==> src/rtl/fetch_stage.sv <==
// Instruction fetch stage: word-addressed PC, FD pipeline latch and fetch counter.
// Redirect outranks flush/stall; address_imem is a direct tap of the PC.
module fetch_stage (
   input  logic        clock,
   input  logic        reset,
   output logic [11:0] address_imem,
   input  logic [31:0] q_imem,
   input  logic        stall,
   input  logic        flush,
   input  logic        redirect_valid,
   input  logic [31:0] redirect_pc,
   output logic [31:0] pc_out,
   output logic [31:0] fd_insn,
   output logic [31:0] fd_pc,
   output logic        fd_valid,
   output logic [31:0] fetch_count
);

   logic [31:0] r_pc;
   logic [31:0] r_fd_insn;
   logic [31:0] r_fd_pc;
   logic        r_fd_valid;
   logic [31:0] r_count;

   logic [31:0] w_pc_inc;
   logic        w_bubble;
   logic        w_load;

   assign w_pc_inc = r_pc + 32'd1;
   assign w_bubble = redirect_valid | flush;
   assign w_load   = ~w_bubble & ~stall;

   always_ff @(posedge clock or negedge reset) begin
      if (!reset) begin
         r_pc <= 32'd0;
      end else if (redirect_valid) begin
         r_pc <= redirect_pc;
      end else if (!stall) begin
         r_pc <= w_pc_inc;
      end
   end

   always_ff @(posedge clock or negedge reset) begin
      if (!reset) begin
         r_fd_insn  <= 32'd0;
         r_fd_pc    <= 32'd0;
         r_fd_valid <= 1'b0;
         r_count    <= 32'd0;
      end else if (w_bubble) begin
         r_fd_insn  <= 32'd0;
         r_fd_pc    <= 32'd0;
         r_fd_valid <= 1'b0;
      end else if (w_load) begin
         r_fd_insn  <= q_imem;
         r_fd_pc    <= w_pc_inc;
         r_fd_valid <= 1'b1;
         r_count    <= r_count + 32'd1;
      end
   end

   assign address_imem = r_pc[11:0];
   assign pc_out       = r_pc;
   assign fd_insn      = r_fd_insn;
   assign fd_pc        = r_fd_pc;
   assign fd_valid     = r_fd_valid;
   assign fetch_count  = r_count;

endmodule

==> config.mk <==
export PLATFORM = sky130hd
export DESIGN_NAME = fetch_stage
export DESIGN_NICKNAME = d
export VERILOG_FILES = /design/src/rtl/fetch_stage.sv
export SDC_FILE = /design/constraint.sdc
export NUM_CORES = 1
export LEC_CHECK = 0
export CELL_PAD_IN_SITES_DETAIL_PLACEMENT = 1
export CELL_PAD_IN_SITES_GLOBAL_PLACEMENT = 1
export CORE_MARGIN = 2
export CORE_UTILIZATION = 31
export CTS_BUF_LIST = sky130_fd_sc_hd__clkbuf_4 sky130_fd_sc_hd__clkbuf_8 sky130_fd_sc_hd__clkbuf_16
export CTS_CLUSTER_DIAMETER = 60
export DETAILED_ROUTE_END_ITERATION = 7
export PLACE_DENSITY = 0.8
export SYNTH_ARGS = -nofsm -noshare
export SYNTH_HDL_FRONTEND = slang
export SYNTH_SLANG_ARGS = --single-unit
==> constraint.sdc <==
create_clock -name clock -period 2.2 [get_ports clock]
set_input_delay 0.22 -clock clock [delete_from_list [all_inputs] [get_ports clock]]
set_output_delay 0.22 -clock clock [all_outputs]
set_load 0.005 [all_outputs]
==> results.yml <==
global_route:
  grt_max_degree: 65
  grt_pass1_wl_um: 37100
  grt_pass1_vias: 6541
  track_usage_pct: 21.8
  antenna_found_initial: 0
  grt.overflow.total: 0
synthesis:
  synth-xor-area-share_pct: 8.31
  synthSimpleGateAreaFrac_pct: 21.3
  synth_compound_area_share_pct: 14.1
  synth_seq_cells: 129
  syn_nets: 702
  synth-edff-count: 0
  synth_adder_area_share_pct: 0.396
  seq_area_frac_synth_pct: 51.1
  synthMuxAreaShare_pct: 0.158
  syn_area_sq_um: 6320
  synthFlopType: "dfrtp_1"
  yosys_warnings: 0
  syn_inst: 631
  synthDistinctLibCells: 43
  avgSynthCellArea_sq_um: 10.0
  synth-async-reset-ratio_pct: 100
  synth_top_family_by_area: "simple AND/OR/NAND/NOR gates"
worst_setup_path:
  reg2reg_depth: 6
  required_ps: 2480
  cp-end-kind: "register"
  cp-start-kind: "register"
  worst_ep_arrival_time_ps: 2430
  reg2reg_slack_ps: 50
  path_class: "reg -> reg"
  cp_max_fo: 20
layout:
  instances_no_fill: 1142
  antenna_cells: 0
  syn_to_final_growth_pct: 51.1
  final_layout_size_suffix_gt1_share_pct: 12.0
  fin_util_pct: 47.5
  layout.nets: 930
placement:
  gp_congestion: 0.825
  post-dp-hpwl_um: 16700
  io_buffers: 209
  place_inst: 1109
cts:
  clk_pin_slew_worst_paths_ps: 60
  cts_root_buffer: "clkbuf_16"
  clock_latency_ps: 430
  cts_tree: "yes"
  cts_buffers: 17
  h-tree-depth: 4
  post_cts_buffers: 0
  cts.sinks: 129
  cts_buffer_depth: 2
sta:
  grt_setup_unrepaired: "false"
  slew_headroom_pct: 61.8
  setup_viol: 0
  max_freq_ghz: 0.466
  slew_violations: 0
  worst_pin_slew_ps: 566
  finClkSkew_ps: 8.28
  finalCriticalPeriod_ps: 2150
  finalHoldViolCount: 0
  min_period_over_period_pct: 97.6
floorplanning:
  die_area_sq_um: 21600
  die-width_um: 147
  rows: 52
  die_h_um: 147
  core_area_sq_um: 20100
  start_util_pct: 31.4
  io_pins: 210
run:
  max-cap-violations: 0
routing:
  routed_wl_um: 23300
  drtAntennaViolNets: 0
  via_per_inst: 5.39
  drcViolationCount: 0
  firstDrtPassIters: 5
  drt-initial-drc-count: 363
  wl_per_cell_um: 20.4
  via_count: 6161
worst_hold_path:
  hold_path.class: "in -> async"
pwr:
  finalPower_uw: 6490
  p_per_area_nw_per_um2: 680
  p_leak_uw: 0.00385
  ir_drop_mv: 0.378
status:
  outcome: "completed"
-- metrics by stage --
step / hold slack (ps) / instance area (sq um) / setup TNS, ps / worst slack (ps)
2_1_floorplan: -75.6 / 6320 / 0 / 27.2
3_3_place_gp: 158 / 8960 / -712 / -154
3_5_place_dp: 163 / 8960 / -1820 / -186
4_1_cts: 285 / 9540 / 0 / 44.9
5_1_grt: 304 / 9550 / 0 / 3.30
6_report: 290 / 9550 / 0 / 52.2
-- critical path, stage by stage, from the launching register on --
cell	delay (ps)
dfrtp_1	370
nand4_1	230
buf_6	260
or3_1	390
buf_4	190
o311ai_0	400
nand3_1	160
-- metal layers --
layer / GRT usage (%) / share of wire [%] / up-vias
met2: 36.6 / 50 / 243
met3: 4.88 / 6.6 / 43
met4: 7.82 / 2.4 / 0
li1: - / - / 2774
met1: 27.6 / 41 / 3101
met5: 0 / 0 / -
-- power by group --
part / internal [uW] / total [uW] / switching, uW
Combinational: 612 / 1090 / 477
Clock: 1560 / 2700 / 1140
Sequential: 2510 / 2710 / 196
Total: 4680 / 6490 / 1810
-- repair_timing --
action,4_1_cts,5_1_grt
gates resized for setup,0,6
setup endpoints to repair,0,13
hold buffers,1,0
hold endpoints to repair,39,0
-- synthesized netlist by cell type (all sizes together) (4+ instances only) --
cell / count / share of area (%)
xor2: 9 / 1.2
dfrtp: 129 / 51
o311ai: 5 / 0.69
nand2: 72 / 4.3
a31oi: 11 / 1.1
nor4: 9 / 0.89
clkbuf: 38 / 2.3
o211ai: 7 / 0.83
nand4b: 4 / 0.55
a221o: 8 / 1.3
or4: 15 / 1.8
o31ai: 8 / 0.95
nor3: 19 / 1.5
nand4: 26 / 2.8
nand3: 30 / 2.5
and4: 11 / 1.5
o311a: 7 / 1.1
or3: 11 / 1.1
and3: 8 / 0.79
nor2: 42 / 2.5
buf: 24 / 2.3
o21ai: 33 / 2.6
a22o: 33 / 4.6
xnor2: 51 / 7.1
-- layout by cell type (no fill, tap or decap), drive strengths merged, types with 7 or more instances in the layout --
master	synthesis	routed
nand3	30	30
a22o	33	33
or4	15	15
clkbuf	38	17
nand4	26	26
buf	24	62
nor2	42	42
o21ai	33	33
xnor2	51	51
a221o	8	8
o211ai	7	7
clkdlybuf4s50	0	208
o311a	7	7
a31oi	11	11
nor4	9	9
and3	8	8
nor3	19	19
dfrtp	129	129
and4	11	11
or3	11	11
xor2	9	9
nand2	72	72
o31ai	8	8
-- registers in the layout, indices dropped and copies added (netlist names) --
name         flops
fd_insn         32
fd_pc           32
fd_valid         1
fetch_count     32
pc_out          32
-- worst paths after layout --
path                                                to                        start
setup reg to reg                 fd_pc[23]$_DFFE_PN0P_        pc_out[5]$_DFFE_PN0P_
hold reg to reg            fetch_count[31]$_DFFE_PN0P_  fetch_count[31]$_DFFE_PN0P_
setup / recovery                 fd_pc[23]$_DFFE_PN0P_        pc_out[5]$_DFFE_PN0P_
max in group asynchronous  fetch_count[14]$_DFFE_PN0P_                        reset
min in group clock              pc_out[28]$_DFFE_PN0P_              redirect_pc[28]
hold / removal                   pc_out[3]$_DFFE_PN0P_                        reset
-- layout make-up --
type,instances,area [sq um]
Sequential cell,129,3230
Fill cell,2225,10600
Inverter,1,3.75
Multi-Input combinational cell,439,2820
Clock buffer,17,425
Timing Repair Buffer,271,2600
Clock inverter,15,135
Tap cell,270,338
-- kinds of logic after synthesis --
| group | count (synthesis) |
|---|---|
| DFF | 129 |
| and+or+nand+nor | 256 |
| xor gates and xnor gates | 60 |
| adders and majority gates | 2 |
| buffers and inverters | 63 |
| AOI/OAI and AO/OA | 120 |
| muxes | 1 |
(Power assumes the default switching activity.)
